$ cat config.mk
export PLATFORM = sky130hd
export DESIGN_NAME = key_event_flat
export DESIGN_NICKNAME = d
export VERILOG_FILES = /design/src/rtl/key_event_if.sv /design/src/rtl/key_event.sv /design/src/flat_wrapper.sv
export SDC_FILE = /design/constraint.sdc
export NUM_CORES = 1
export LEC_CHECK = 0
export BUFFER_PORTS_ARGS = -buffer_cell sky130_fd_sc_hd__buf_2
export CORE_MARGIN = 2
export CORE_UTILIZATION = 50
export DETAILED_ROUTE_END_ITERATION = 8
export HOLD_SLACK_MARGIN = 0.02
export PLACE_DENSITY_LB_ADDON = 0.25
export SLEW_MARGIN = 20
export SYNTH_ARGS = -nofsm -noshare
export SYNTH_HDL_FRONTEND = slang
export SYNTH_SLANG_ARGS = --single-unit
$ cat constraint.sdc
create_clock -name clk -period 3.85 [get_ports clk]
set_input_delay 0.5775 -clock clk [delete_from_list [all_inputs] [get_ports clk]]
set_output_delay 0.5775 -clock clk [all_outputs]
set_load 0.05 [all_outputs]
$ cat src/rtl/key_event_if.sv
// Signal bundle between the key event classifier and its consumer.
// The slave side is the classifier: it receives key_in and drives every event output.
interface key_event_if;
  logic       key_in;
  logic       press_pulse;
  logic       release_pulse;
  logic       click_pulse;
  logic       long_pulse;
  logic       repeat_pulse;
  logic       held;
  logic [7:0] click_cnt;
  logic [1:0] state_dbg;

  modport master (
    output key_in,
    input  press_pulse, release_pulse, click_pulse, long_pulse,
           repeat_pulse, held, click_cnt, state_dbg
  );

  modport slave (
    input  key_in,
    output press_pulse, release_pulse, click_pulse, long_pulse,
           repeat_pulse, held, click_cnt, state_dbg
  );
endinterface

$ cat src/rtl/key_event.sv
// Classifies a debounced key level into press/release/click/long/repeat events
// and keeps a wrapping click counter. Every output is registered.
module key_event #(
  parameter int LONG_CYC   = 15000,
  parameter int REPEAT_CYC = 3000,
  parameter int CNT_W      = 20
) (
  input  logic        clk,
  input  logic        rst_n,
  key_event_if.slave  bus
);
  typedef enum logic [1:0] {
    IDLE    = 2'd0,
    PRESSED = 2'd1,
    LONG    = 2'd2
  } state_t;

  localparam logic [CNT_W-1:0] HOLD_LAST = CNT_W'(LONG_CYC - 1);
  localparam logic [CNT_W-1:0] REP_LAST  = CNT_W'(REPEAT_CYC - 1);
  localparam logic [CNT_W-1:0] CNT_ONE   = CNT_W'(1);

  state_t           state;
  logic             key_d;
  logic             arm;
  logic [CNT_W-1:0] hold_cnt;
  logic [CNT_W-1:0] rep_cnt;
  logic [7:0]       click_cnt;
  logic             press_r, release_r, click_r, long_r, repeat_r, held_r;
  logic             rise;

  // arm stays low until the key is seen released, so a key held through reset is not a press
  assign rise = bus.key_in & ~key_d & arm;

  always_ff @(posedge clk or negedge rst_n) begin
    if (!rst_n) begin
      state     <= IDLE;
      key_d     <= 1'b0;
      arm       <= 1'b0;
      hold_cnt  <= '0;
      rep_cnt   <= '0;
      click_cnt <= 8'd0;
      press_r   <= 1'b0;
      release_r <= 1'b0;
      click_r   <= 1'b0;
      long_r    <= 1'b0;
      repeat_r  <= 1'b0;
      held_r    <= 1'b0;
    end else begin
      key_d     <= bus.key_in;
      if (!bus.key_in) arm <= 1'b1;
      press_r   <= 1'b0;
      release_r <= 1'b0;
      click_r   <= 1'b0;
      long_r    <= 1'b0;
      repeat_r  <= 1'b0;
      case (state)
        IDLE: begin
          if (rise) begin
            press_r  <= 1'b1;
            hold_cnt <= '0;
            state    <= PRESSED;
          end
        end
        PRESSED: begin
          if (!bus.key_in) begin
            release_r <= 1'b1;
            click_r   <= 1'b1;
            click_cnt <= click_cnt + 8'd1;
            state     <= IDLE;
          end else if (hold_cnt == HOLD_LAST) begin
            long_r  <= 1'b1;
            rep_cnt <= '0;
            held_r  <= 1'b1;
            state   <= LONG;
          end else begin
            hold_cnt <= hold_cnt + CNT_ONE;
          end
        end
        LONG: begin
          if (!bus.key_in) begin
            release_r <= 1'b1;
            held_r    <= 1'b0;
            state     <= IDLE;
          end else if (rep_cnt == REP_LAST) begin
            repeat_r <= 1'b1;
            rep_cnt  <= '0;
          end else begin
            rep_cnt <= rep_cnt + CNT_ONE;
          end
        end
        default: begin
          state  <= IDLE;
          held_r <= 1'b0;
        end
      endcase
    end
  end

  assign bus.press_pulse   = press_r;
  assign bus.release_pulse = release_r;
  assign bus.click_pulse   = click_r;
  assign bus.long_pulse    = long_r;
  assign bus.repeat_pulse  = repeat_r;
  assign bus.held          = held_r;
  assign bus.click_cnt     = click_cnt;
  assign bus.state_dbg     = state;
endmodule

$ cat src/flat_wrapper.sv
// flat-port wrapper written by rule: the top's interface ports become plain ports
module key_event_flat 
#(
  parameter int LONG_CYC   = 15000,
  parameter int REPEAT_CYC = 3000,
  parameter int CNT_W      = 20
)
  (clk, rst_n, bus_key_in, bus_press_pulse, bus_release_pulse, bus_click_pulse, bus_long_pulse, bus_repeat_pulse, bus_held, bus_click_cnt, bus_state_dbg);
  key_event_if bus_i ();
  input  logic clk;
  input  logic rst_n;
  input wire logic [$bits(bus_i.key_in)-1:0] bus_key_in;
  output wire logic [$bits(bus_i.press_pulse)-1:0] bus_press_pulse;
  output wire logic [$bits(bus_i.release_pulse)-1:0] bus_release_pulse;
  output wire logic [$bits(bus_i.click_pulse)-1:0] bus_click_pulse;
  output wire logic [$bits(bus_i.long_pulse)-1:0] bus_long_pulse;
  output wire logic [$bits(bus_i.repeat_pulse)-1:0] bus_repeat_pulse;
  output wire logic [$bits(bus_i.held)-1:0] bus_held;
  output wire logic [$bits(bus_i.click_cnt)-1:0] bus_click_cnt;
  output wire logic [$bits(bus_i.state_dbg)-1:0] bus_state_dbg;
  assign bus_i.key_in = bus_key_in;
  assign bus_press_pulse = bus_i.press_pulse;
  assign bus_release_pulse = bus_i.release_pulse;
  assign bus_click_pulse = bus_i.click_pulse;
  assign bus_long_pulse = bus_i.long_pulse;
  assign bus_repeat_pulse = bus_i.repeat_pulse;
  assign bus_held = bus_i.held;
  assign bus_click_cnt = bus_i.click_cnt;
  assign bus_state_dbg = bus_i.state_dbg;
  key_event #(.LONG_CYC(LONG_CYC), .REPEAT_CYC(REPEAT_CYC), .CNT_W(CNT_W)) u_core (.clk(clk), .rst_n(rst_n), .bus(bus_i));
endmodule
# Yosys cells after proc, flatten, opt, wreduce, memory -nomap -nowiden
# Cells that the tools add are included.
# totals
reg_bits,58
wordCells,69
in_bits,3
# classes
bitwise,5
muxes,29
reduce_logical,9
eq_ne,11
add_sub_neg,3
# op_table
op,count
two-way mux 20 bit,7
case mux 20 bit (2 select lines),2
"adder 20 x 1 -> 20 bit, second input constant",2
"== test 20 x 12 -> 1 bit, second input constant",1
"== test 20 x 14 -> 1 bit, second input constant",1
two-way mux 1 bit,14
AND reduction 4 bit,3
"adder 8 x 1 -> 8 bit, second input constant",1
two-way mux 2 bit,4
"inequality test 2 bit, second input constant",4
case mux 2 bit (3 select lines),1
"inequality test 2 x 1 -> 1 bit, second input constant",2
nonzero test 2 bit,2
"inequality test 3 x 2 -> 1 bit, second input constant",1
inverter 1 bit,3
case mux 1 bit (3 select lines),1
AND reduction 3 bit,1
bitwise AND 1 bit,2
"== test 2 x 1 -> 1 bit, second input constant",1
"== test 2 bit, second input constant",1
logical NOT 2 bit,1
AND reduction 2 bit,1
OR reduction 2 bit,1

# Longest topological paths before layout
# depth
ltp_word,5
mapped_depth,9
mapped_depth_nobuf,7

# Least setup slack after synthesis
# OpenSTA, ideal clock, no wires.
# synth_timing
path_kind,flip-flop to flip-flop
startpoint,"register u_core.state[1], in the netlist u_core.bus.state_dbg[1]"
endpoint,register u_core.hold_cnt[17]
path_stages_with_launch,10
t_required_ns,3.781
path_slack_ns,1.509
arrival_ns,2.272
path_cell_list,dfrtp_1 > inv_1 > ha_1 > clkbuf_1 > nor2b_1 > o21ai_1 > or2_1 > buf_2 > or4_1 > nand3_1
# synth_between
elab_chain_len,3
# synth_lines
element,line,source
from (decl),key_event.sv:22,state_t state;
from (signal assigned),key_event.sv:36,state <= IDLE;
from (signal assigned),key_event.sv:61,state <= PRESSED;
from (signal assigned),key_event.sv:69,state <= IDLE;
== test 2 x 1 -> 1 bit or logical NOT 2 bit (tied branches),key_event.sv:56,case (state)
"inequality test 2 bit (no line), or another cell as far along",--,
AND reduction 4 bit (no line),--,
to (signal assigned),key_event.sv:76,hold_cnt <= hold_cnt + CNT_ONE;
to (decl),key_event.sv:25,logic [CNT_W-1:0] hold_cnt;
# Parallel ways exist; a longest one is shown, timed or not.
# A chain may end at the register's enable or synchronous reset.

# Final worst setup path
# layout_timing
startpoint,"register u_core.state[1], in the netlist u_core.bus.state_dbg[1]"
endpoint,register u_core.rep_cnt[15]
# layout_between
elab_chain_len,3
# layout_lines
element,line,source
== test 2 bit or == test 2 x 1 -> 1 bit (tied branches),key_event.sv:56,
"inequality test 2 bit (no line), or another cell as far along",--,
AND reduction 4 bit (no line),--,
to (signal assigned),key_event.sv:88,rep_cnt <= rep_cnt + CNT_ONE;
to (decl),key_event.sv:26,logic [CNT_W-1:0] rep_cnt;
# Parallel ways exist; a longest one is shown, timed or not.

==> flow_summary_export.csv <==
group,metric,value,unit
route,drt-pass1-iter-count,4,
timing,timing.hold.ws,0.377,ns
place,dpl_cell_area,0.00336,sq mm
finish,final_area,0.00354,sq mm
setup_path,crit_type,"flop to flop",
timing,timing.slew.headroom,0.380,
power_and_ir_drop,leakagePower,1.50,nW
finish,final_nets,368,
place,place_ws,1.06,ns
global_routing,overflow,0,
synth,synth_edf_count,0,
finish,antenna_cells,0,
synth,netlist.area_leader.share,0.449,
route,vias,2709,
place,port_buffers,18,
global_routing,grt_max_degree,41,
global_routing,groute.layer.met3.usage,0.0531,
setup_path,required,4.08,ns
finish,multi_input_area,0.00165,sq mm
synth,synth_adder_area_share,0.0271,
status,outcome,"complete, no violations",
setup_path,worstPathMaxFanout,17,
floorplan,die_h,84.4,um
timing,tightest_slew,0.929,ns
power_and_ir_drop,power.density,512,mW/mm^2
floorplan,core,0.00631,sq mm
cts,cts.sinks,58,
place,gp_congestion,0.866,
route,antenna_left,0,
route,wl_per_cell,15.9,um
cts,cts_setup_buffers,0,
route,via_per_inst,6.16,
cts,path_clk_slew,0.06,ns
timing,fin_crit,2.86,ns
floorplan,initial_core_util,0.512,
synth,synth_simple_gate_area_share,0.253,
cts,max-clock-path-buffers,2,
cts,insertion_delay,0.34,ns
synth,yosysSeqAreaShare,0.449,
cts,ctsHtreeMaxLevel,3,
timing,rsz0062_at_grt,"no",
cts,numCtsBuffers,9,
finish,n_fill_cell,588,
global_routing,grt_pass1_vias,2542,
floorplan,die_x,84.4,um
synth,synth.area.mux_share,0.0132,
cts,cts.repair.resized,0,
global_routing,grtUsageMet1,0.293,
power_and_ir_drop,ir_worst_vdd,0.356,mV
synth,yosysTopAreaCell,"dfrtp_1",
global_routing,use_met2,0.328,
setup_path,cp.arrival,3.09,ns
cts,cts_tree,"built",
finish,drive_gt1_frac,0.138,
finish,stdcell_count,440,
floorplan,ios,19,
synth,synth_nets,350,
floorplan,dieArea,0.00712,sq mm
floorplan,fp-row-count,29,
synth,syn_area,0.00323,sq mm
synth,ys_types,56,
hold_path,hold_class,"input pin to async pin",
synth,synth_top_family_by_area,"simple AND/OR/NAND/NOR gates",
flow_run,maxCapViolations,0,
synth,ys_ff_latch,58,
finish,final_common_cell,"dfrtp_1",
finish,final_cell_mix,"dfrtp_1, o21ai_0, nand2_1",
timing,fmax,349,MHz
route,drt_iter0_markers,252,
synth,ys_warn_count,0,
global_routing,grt_antenna_before_repair,0,
timing,finalCritPeriodShare,0.743,
finish,syn_to_final_growth,9.61,%
timing,hold_viol_final,0,
setup_path,critPathCaptureType,"flop",
place,dp_hpwl,4.68,mm
synth,synth-compound-area-share,0.200,
synth,synth_flop_cell,"dfrtp_1",
finish,final_util,0.561,
global_routing,grt_usage,0.213,
synth,yosys.area_share.xor_xnor,0.0190,
synth,synth_async_sr_flop_share,1.00,
synth,postSynthCellCount,340,
synth,synthTopCellsByArea,"dfrtp_1, o21ai_0, nand3_1",
global_routing,grt_first_pass_wirelength,12.1,mm
synth,post_synth.cell_area_avg,9.50,sq um
route,routed_wl,7.01,mm
timing,slew_violations,0,
global_routing,grt_busiest_layer,"met2",
finish,seqCellArea,0.00145,sq mm
timing,finClkSkew,0.00775,ns
timing,setup_viol,0,
route,remaining_drc_errors,0,
timing,fin_ws,0.988,ns
timing,fin_tns_setup,0,ns
cts,cts-root-buf,"clkbuf_8",
place,dp_cells,424,
setup_path,start_kind,"flop",
cts,hold_buffers,0,
power_and_ir_drop,total_power,1.81,mW
==> cell usage after synthesis, types with 6 or more instances <==
library cell and instances:
dfrtp_1 58, o21ai_0 33, nand2_1 31, nand3_1 25, inv_1 14, nor2_1 13, a21oi_1 11, and3_1 10
a22o_1 9, nand4_1 9, o31ai_1 9, clkbuf_1 8, and4_1 7, ha_1 7, nor3_1 7, nor2b_1 6
==> critical path, cell delays in order, from the launching register on <==
cell and delay (ns):
dfrtp_1 0.41, inv_1 0.11, ha_1 0.55, nand2_1 0.25, o31ai_2 0.70, nand2_1 0.35, o41ai_1 0.38
==> layer usage <==
metal  part of all wire  routed length (um)
met1               0.47                3310
met3              0.039                 275
met4              0.016                 115
met2               0.47                3320
met5                  0                   0
==> state kept, by name, summed over array words and instances, names as in the netlist <==
name	cells
u_core.bus.repeat_pulse	1
u_core.bus.release_pulse	1
u_core.bus.long_pulse	1
u_core.hold_cnt	20
u_core.bus.held	1
u_core.key_d	1
u_core.bus.state_dbg	2
u_core.bus.click_pulse	1
u_core.bus.click_cnt	8
u_core.arm	1
u_core.rep_cnt	20
u_core.bus.press_pulse	1
==> final timing paths <==
path                                               from                 endpoint  slack, ns  depth (start not counted)
max in group asynchronous                         rst_n      u_core.hold_cnt[13]       2.67                          2
worst max register to register  u_core.bus.state_dbg[1]       u_core.rep_cnt[15]       0.99                          6
worst min-delay path                              rst_n  u_core.bus.click_cnt[7]       0.38                          1
worst min register to register  u_core.bus.click_cnt[7]  u_core.bus.click_cnt[7]       0.46                          1
worst max-delay path            u_core.bus.state_dbg[1]       u_core.rep_cnt[15]       0.99                          6
min in group clk                u_core.bus.click_cnt[7]  u_core.bus.click_cnt[7]       0.46                          1
==> logic make-up after synthesis <==
| kind of cell | Yosys count |
|---|---|
| flops | 58 |
| mux | 4 |
| simple gates | 140 |
| fa+ha+maj | 7 |
| buf+inv | 27 |
| xor+xnor | 7 |
| compound gates | 97 |
==> where the power goes <==
part	internal [mW]	switching, mW	leakage (nW)
registers	0.682	0.0783	0.760
logic	0.160	0.367	0.643
clock network	0.285	0.239	0.0965
total	1.13	0.685	1.50
==> layout make-up <==
type / count / share of cell area
Inverter: 14 / 0.0148
Clock buffer: 14 / 0.0488
Timing Repair Buffer: 20 / 0.0297
Tap cell: 77 / 0.0272
Multi-Input combinational cell: 255 / 0.467
Clock inverter: 2 / 0.00283
Sequential cell: 58 / 0.410
Power figures use the tool's default switching activity.
